`src/rtl/trig_result_aligner.sv`:
```
// trig_result_aligner: pairs each argument issued to a fixed-latency trig core
// with the result that core returns LATENCY cycles later. Keeps in-flight,
// issue and retire bookkeeping.
// Optional feature macro: TRIG_ALIGN_ULPCHK_EN adds a per-channel ULP checker
// against io_ref. Without it io_mismatch and io_err_count are tied to zero.
module trig_result_aligner #(
  parameter int WIDTH    = 32,
  parameter int EXP_W    = 8,
  parameter int LATENCY  = 46,
  parameter int CHANNELS = 2,
  parameter int MAX_ULP  = 4
) (
  input  logic                      clock,
  input  logic                      reset,
  input  logic                      io_in_valid,
  input  logic [WIDTH-1:0]          io_in,
  input  logic                      io_flush,
  input  logic [CHANNELS*WIDTH-1:0] io_dut_out,
  input  logic [CHANNELS*WIDTH-1:0] io_ref,
  output logic                      io_out_valid,
  output logic [WIDTH-1:0]          io_out_arg,
  output logic [CHANNELS*WIDTH-1:0] io_out_res,
  output logic                      io_busy,
  output logic [15:0]               io_issued,
  output logic [15:0]               io_retired,
  output logic [CHANNELS-1:0]       io_mismatch,
  output logic [15:0]               io_err_count
);

  localparam int PTR_W = (LATENCY > 1) ? $clog2(LATENCY) : 1;
  localparam int CNT_W = $clog2(LATENCY + 1);
  localparam logic [PTR_W-1:0] LAST_SLOT = PTR_W'(LATENCY - 1);

  typedef enum logic {
    IDLE   = 1'b0,
    ACTIVE = 1'b1
  } state_t;

  state_t             state, state_next;
  logic [PTR_W-1:0]   wp, wp_next;
  logic [LATENCY-1:0] slot_valid, valid_next;
  logic [WIDTH-1:0]   slot_arg [LATENCY];
  logic [CNT_W-1:0]   count, count_next;
  logic               rd_hit;
  logic               emit;

  // Slot wp holds the entry written LATENCY cycles ago; read it, then overwrite.
  always_comb begin
    rd_hit     = slot_valid[wp];
    emit       = rd_hit & ~io_flush;
    valid_next = io_flush ? '0 : slot_valid;
    valid_next[wp] = io_in_valid;
    wp_next    = (wp == LAST_SLOT) ? '0 : wp + PTR_W'(1);
  end

  // In-flight count: a flush empties the pipe, then a same-cycle accept counts as one.
  always_comb begin
    count_next = count;
    if (io_flush) begin
      count_next = io_in_valid ? CNT_W'(1) : '0;
    end else if (io_in_valid && !rd_hit) begin
      count_next = count + CNT_W'(1);
    end else if (!io_in_valid && rd_hit) begin
      count_next = count - CNT_W'(1);
    end
  end

  // Busy FSM: leaves IDLE on an accept, returns once the pipe has drained.
  always_comb begin
    state_next = state;
    case (state)
      IDLE:    if (count_next != '0) state_next = ACTIVE;
      ACTIVE:  if (count_next == '0) state_next = IDLE;
      default: state_next = IDLE;
    endcase
  end

  // State register for the FSM, count and write pointer.
  always_ff @(posedge clock) begin
    if (reset) begin
      state <= IDLE;
      count <= '0;
      wp    <= '0;
    end else begin
      state <= state_next;
      count <= count_next;
      wp    <= wp_next;
    end
  end

  // Slot valid bits; reset drops every in-flight entry.
  always_ff @(posedge clock) begin
    if (reset) begin
      slot_valid <= '0;
    end else begin
      slot_valid <= valid_next;
    end
  end

  // Argument storage is pure data and is only meaningful under its valid bit.
  always_ff @(posedge clock) begin
    slot_arg[wp] <= io_in;
  end

  // Registered aligned output plus issue/retire counters (wrap modulo 2^16).
  always_ff @(posedge clock) begin
    if (reset) begin
      io_out_valid <= 1'b0;
      io_out_arg   <= '0;
      io_out_res   <= '0;
      io_issued    <= '0;
      io_retired   <= '0;
    end else begin
      io_out_valid <= emit;
      if (emit) begin
        io_out_arg <= slot_arg[wp];
        io_out_res <= io_dut_out;
      end
      if (io_in_valid) io_issued  <= io_issued + 16'd1;
      if (emit)        io_retired <= io_retired + 16'd1;
    end
  end

  assign io_busy = (state == ACTIVE);

`ifdef TRIG_ALIGN_ULPCHK_EN
  logic [CHANNELS-1:0] ch_bad;
  logic [WIDTH-1:0]    chk_d, chk_r;
  logic [WIDTH:0]      chk_diff, chk_dist;

  // Sign-magnitude to two's-complement ordering key; +0 and -0 both land on 0.
  function automatic logic [WIDTH:0] ord_key(input logic [WIDTH-1:0] v);
    logic [WIDTH:0] mag;
    mag = {2'b00, v[WIDTH-2:0]};
    return v[WIDTH-1] ? ((WIDTH+1)'(0) - mag) : mag;
  endfunction

  function automatic logic is_nan(input logic [WIDTH-1:0] v);
    return (&v[WIDTH-2 -: EXP_W]) && (|v[WIDTH-2-EXP_W:0]);
  endfunction

  // Per-channel ULP distance; two NaNs agree, a single NaN never does.
  always_comb begin
    ch_bad   = '0;
    chk_d    = '0;
    chk_r    = '0;
    chk_diff = '0;
    chk_dist = '0;
    for (int ch = 0; ch < CHANNELS; ch++) begin
      chk_d    = io_dut_out[ch*WIDTH +: WIDTH];
      chk_r    = io_ref[ch*WIDTH +: WIDTH];
      chk_diff = ord_key(chk_d) - ord_key(chk_r);
      chk_dist = chk_diff[WIDTH] ? ((WIDTH+1)'(0) - chk_diff) : chk_diff;
      if (is_nan(chk_d) && is_nan(chk_r)) begin
        ch_bad[ch] = 1'b0;
      end else if (is_nan(chk_d) || is_nan(chk_r)) begin
        ch_bad[ch] = 1'b1;
      end else begin
        ch_bad[ch] = (chk_dist > (WIDTH+1)'(MAX_ULP));
      end
    end
  end

  // Mismatch flags ride with io_out_valid; the error total follows a cycle later.
  always_ff @(posedge clock) begin
    if (reset) begin
      io_mismatch  <= '0;
      io_err_count <= '0;
    end else begin
      io_mismatch <= emit ? ch_bad : '0;
      if (io_out_valid && (|io_mismatch) && (io_err_count != 16'hFFFF)) begin
        io_err_count <= io_err_count + 16'd1;
      end
    end
  end
`else
  localparam int unused_cfg = EXP_W + MAX_ULP;
  logic unused_ref;
  assign unused_ref   = ^io_ref;
  assign io_mismatch  = '0;
  assign io_err_count = '0;
`endif

endmodule

```
`config.mk`:
```
export PLATFORM = sky130hd
export DESIGN_NAME = trig_result_aligner
export DESIGN_NICKNAME = d
export VERILOG_FILES = /design/src/rtl/trig_result_aligner.sv
export SDC_FILE = /design/constraint.sdc
export NUM_CORES = 2
export LEC_CHECK = 0
export BUFFER_PORTS_ARGS = -buffer_cell sky130_fd_sc_hd__buf_2
export CORE_UTILIZATION = 25
export CTS_BUF_LIST = sky130_fd_sc_hd__clkbuf_8
export DETAILED_ROUTE_END_ITERATION = 8
export GPL_TIMING_DRIVEN = 1
export PLACE_DENSITY = 0.51
export SYNTH_ARGS = -nofsm -noshare
export SYNTH_HDL_FRONTEND = slang
export SYNTH_SLANG_ARGS = --single-unit
export TNS_END_PERCENT = 10
```
`constraint.sdc`:
```
create_clock -name clock -period 3.9 [get_ports clock]
set_input_delay 0.195 -clock clock [delete_from_list [all_inputs] [get_ports clock]]
set_output_delay 0.195 -clock clock [all_outputs]
set_load 0.1 [all_outputs]
```
== After elaboration in Yosys (flattened, before gate mapping) ==
Memories as Yosys holds them, arrays and structs flattened. A register that Yosys moved wholly into a read port is not among the register bits.
Cells that the tools add are included.
Widths: inputs -> output; s select.

* Add/sub/neg operators: 5
* Multiply operators: 0
* Eq/ne operators: 1
* Bitwise operators: 3
* Divide/modulo/power cells: 0
* Shifts and indexed selects: 0
* Reductions and logical operators: 8
* Muxes and demuxes: 13
* $lt $le $gt $ge: 2

{| class="wikitable"
|+ Operator list
! operator !! count
|-
| $bwmux 46 || 1
|-
| $mux 46 || 1
|-
| $add 16x1->16 const B || 2
|-
| $mux 6 || 3
|-
| $add 6x1->6 const B || 2
|-
| $lt 6x7->1 const B || 1
|-
| $bmux 1 s6 || 1
|-
| $demux 1 s6 || 1
|-
| $eq 6x6->1 const B || 1
|-
| $ge 6x1->1 const B || 1
|-
| $logic_not 6->1 || 1
|-
| $reduce_bool 6->1 || 1
|-
| $sub 6x1->6 const B || 1
|-
| $mux 1 || 5
|-
| $logic_and 1x1->1 || 3
|-
| $logic_not 1->1 || 2
|-
| $not 1->1 || 2
|-
| $pmux 1 s2 || 1
|-
| $reduce_or 2->1 || 1
|-
| $and 1x1->1 || 1
|}

* Word-level logic and storage cells: 41
* Memories: 1
* Output and inout port bits: 148
* ROM bits: 0
* Bits in registers: 156
* Latch bits: 0
* Bits of input ports: 164
* Bits in writable memories: 1472

{| class="wikitable"
|+ Memories
! memory !! words !! width !! read ports !! clocked after memory_dff !! write ports !! line !! RTL
|-
| slot_arg || 46 || 32 || 1 || 1 || 1 || 42 || <nowiki>logic [WIDTH-1:0] slot_arg [LATENCY];</nowiki>
|}

== Depth between registers and ports, before layout ==
* Depth in word-level cells: 9
* Depth in mapped cells: 14
* Depth with buffers taken out: 8

== Worst setup path after synthesis ==
No wires, ideal clock.

* Path kind: reg2reg
* Start point: reg wp[2]
* End point: reg slot_valid[15]
* Arrival time: 3.454 ns
* Path buffers: 6
* Clock period less this slack: 3.586 ns
* Stages on the path, launching flop included: 11
* Library setup time: 0.132 ns
* Data required time: 3.768 ns
* Slack: 0.314 ns
* Cells stage by stage: dfxtp_1 > buf_6 > buf_4 > buf_4 > buf_2 > buf_2 > buf_2 > nand2_1 > nor2_1 > or3b_2 > a21oi_1

* Cells in the longest elaborated chain, start to end: 5
* Elaborated cells on any way between the ends: 6
* Classes of those cells: 2 x order compare; 3 x mux; 1 x reduce/logical

{| class="wikitable"
|+ RTL lines
! what !! line !! RTL
|-
| from (decl) || 40 || <nowiki>logic [PTR_W-1:0] wp, wp_next;</nowiki>
|-
| from (signal assigned) || 87 || <nowiki>wp <= wp_next;</nowiki>
|-
| $lt 6x7->1 (implied by the code) or $ge 6x1->1 (tied branches) || 52 || <nowiki>valid_next[wp] = io_in_valid;</nowiki>
|-
| $logic_and 1x1->1 (implied by the code) || 52 ||
|-
| $mux 1 (implied by the code) || 52 ||
|-
| $demux 1 s6 (*) || 52 ||
|-
| $bwmux 46 (*) || 52 ||
|-
| to (signal assigned) || 96 || <nowiki>slot_valid <= valid_next;</nowiki>
|-
| to (decl) || 41 || <nowiki>logic [LATENCY-1:0] slot_valid, valid_next;</nowiki>
|}

Every way passes the cells marked *; elsewhere a longest branch is shown, timed or not.
A chain may end at the register's enable or synchronous reset.

== Worst setup path after layout ==
* Start point: reg wp[0]
* End point: reg io_out_res[42]

* Cells in the longest elaborated chain, start to end: 3

{| class="wikitable"
|+ RTL lines
! what !! line !! RTL
|-
| $bmux 1 s6 || 49 || <nowiki>rd_hit = slot_valid[wp];</nowiki>
|-
| $mux 1 (implied by the code) || 49 ||
|-
| $and 1x1->1 || 50 || <nowiki>emit = rd_hit & ~io_flush;</nowiki>
|-
| to (signal assigned) || 117 || <nowiki>io_out_res <= io_dut_out;</nowiki>
|-
| to (decl) || 22 || <nowiki>output logic [CHANNELS*WIDTH-1:0] io_out_res,</nowiki>
|}

Every way passes these cells. The select of a mux whose other input is x is not followed.

==> flow_metrics.tcl <==
set metrics [dict create \
    status "finished, final reports clean" \
    p_sw_mw 9.83 \
    syn-cell-area_um2 62100 \
    p_comb_frac 0.095 \
    ctsHoldBuffers 163 \
    cp.arrival_ns 4.65 \
    path_class "flip-flop to flip-flop" \
    syn_avg_cell_area_um2 16.0 \
    die_x_um 501 \
    grt_pass1_vias 39883 \
    max_stage_delay_ns 0.75 \
    initial_utilization 0.252 \
    maxSlewViolCount 0 \
    synth.most_common_cell "edfxtp_1" \
    drtIter0Drc 4588 \
    fp.dieArea_um2 251000 \
    yosys-top-cells-area "edfxtp_1, dfxtp_1, a22oi_1" \
    yosys_warnings 0 \
    power_mw 38.1 \
    fin_crit_sh 0.968 \
    clk_latency_ns 1.03 \
    post-dp-hpwl_um 131000 \
    numCtsBuffers 287 \
    hold_path_class "input port to flip-flop" \
    clockBufferDepth 4 \
    die_y_um 501 \
    rrSetupSlack_ns 0.13 \
    swShare 0.258 \
    cpMaxStageDelayCell "dfxtp_4" \
    synth_area_leader_cell "edfxtp_1" \
    cts_tree "done" \
    area_growth_pct 22.4 \
    power.leakage_nw 24.5 \
    drc_errors 0 \
    synth_cells 3882 \
    wl_um 222000 \
    root_buffer "clkbuf_8" \
    worstSetupStartpointType "flip-flop" \
    synth_ff_type "edfxtp_1" \
    grt_first_pass_wirelength_um 308000 \
    clock_sink_count 1660 \
    sequentialPowerShare 0.517 \
    crit_fanout 66 \
    firstDrtPassIters 5 \
    setup_viol 0 \
    cts_resized 0 \
    grt_max_degree 112 \
    cp_top_family "compound AO/OA/AOI/OAI gates" \
    drv_cap 0 \
    crit_buf_inv 2 \
    period_minus_slack_ns 3.77 \
    finalNetCount 4744 \
    antenna_left 0 \
    ctsHtreeMaxLevel 5 \
    antenna_found_initial 23 \
    synth_top_cells_by_count "edfxtp_1, a22oi_1, nand2_1" \
    final_cell_area_um2 76100 \
    portBuffers 229 \
    fmax_ghz 0.265 \
    powerDensity_nw_per_um2 501 \
    gp_congestion 0.795 \
    post_cts.repair.setup_buffers 0 \
    synth_edf_count 1472 \
    seq_area_frac_synth 0.772 \
    core_um2 247000 \
    required_ns 4.77 \
    rows 182 \
    power_frac_clock 0.388 \
    hold_viol_final 0 \
    vias 40412 \
    drive_above_1_share 0.216 \
    grt_overflow 0 \
    worst_pin_slew_ns 1.10 \
    clock_skew_ns 0.0861 \
    end_kind "flip-flop" \
    max-vdd-ir-drop_uv 255 \
    placed_cells 7434 \
    pre_cts_ws_ns 0.258 \
    instances_no_fill 8091 \
    crit_chain "buf_4 > mux4_2 > a31oi_1 > o211ai_1 > nor2_4 > or2_2 > buf_12 > nand2_1 > a21oi_1" \
    place_area_um2 69200 \
    ios 312 \
    p_int_mw 28.3 \
    grt_usage 0.172 \
    wl_per_cell_um 27.5 \
    async_reset_ff_frac 0 \
    synth.distinct_cells 68 \
    max_slew_margin 0.268 \
    tns_ns 0 \
    rsz0062_at_grt "no" \
    synth-seq-cells 1660 \
    setup_ws_ns 0.126 \
    synth_top_area_share 0.711 \
    clk_pin_slew_worst_paths_ns 0.06 \
    viasPerCell 4.99 \
]
## state kept, by name (all words and copies together) (netlist names)
register / flops
io_out_arg: 32
slot_arg: 1472
io_busy: 1
io_issued: 16
count: 6
wp: 6
io_retired: 16
io_out_res: 64
slot_valid: 46
io_out_valid: 1
## path summary, 6_finish.rpt
kind	depth (start not counted)	start	to
max	9	wp[0]$_SDFF_PP0_	io_out_res[42]$_SDFFE_PP0P_
min	3	io_flush	count[5]$_SDFF_PP0_
max reg2reg	9	wp[0]$_SDFF_PP0_	io_out_res[42]$_SDFFE_PP0P_
min reg2reg	2	io_out_res[14]$_SDFFE_PP0P_	io_out_res[14]$_SDFFE_PP0P_
## area by class of cell
class,instances,area [um2]
fill,24214,171000
multi-input combinational,1945,13300
tap,3312,4140
antenna,10,25.0
clock inverter,180,992
timing repair buffer,671,5420
sequential,1660,48000
inverter,9,33.8
clock buffer,304,4180
## layout by cell type (no fill, tap or decap), drive strengths merged, types with 41 or more instances in the layout
master,count
clkinv,62
a22o,88
dlygate4sd3,163
dfxtp,188
a22oi,290
inv,112
clkbuf,304
mux2i,109
edfxtp,1472
or3b,41
a21oi,239
nor2,184
a221oi,165
o21ai,79
a31oi,83
buf,508
nand2,273
## tightest hold or removal path, delay by kind of cell
| kind | cells | cell delay, ns |
|---|---|---|
| buf+inv | 2 | 0.87 |
| simple gates | 1 | 0.10 |
## metal layers
metal	global-route usage	vias up	share of wire
li1	-	16984	-
met1	0.229	21140	0.42
met2	0.282	1944	0.47
met3	0.0374	322	0.084
met4	0.0441	22	0.021
met5	0	-	0.00065
## logic make-up (layout without fill, tap and decap cells)
group / after synthesis / after routing / share of synthesized area
multiplexers: 158 / 158 / 0.0284
flip-flops: 1660 / 1660 / 0.772
AND/OR/NAND/NOR: 663 / 663 / 0.0495
adder cells (fa/ha/maj): 6 / 6 / 0.00121
XOR/XNOR: 27 / 27 / 0.00381
other: 1 / 28 / 0.0000603
buffers and inverters: 294 / 1164 / 0.0227
AO/OA/AOI/OAI: 1073 / 1073 / 0.122
## power by group through the flow
stage / Sequential (mW) / Clock, mW / Combinational (mW)
4_1_cts: 19.7 / 15.1 / 3.60
3_5_place_dp: 20.1 / 0 / 3.45
5_1_grt: 19.7 / 15.9 / 3.78
2_1_floorplan: 20.6 / 0 / 1.40
3_3_place_gp: 20.1 / 0 / 3.43
6_report: 19.7 / 14.8 / 3.62
## through the flow
step	hold WS, ns	utilization
global route	0.251	0.308
global placement	0.446	0.281
finish	0.260	0.308
floorplan	0.294	-
detailed placement	0.443	0.281
CTS	0.167	0.308
Power figures use the tool's default switching activity.
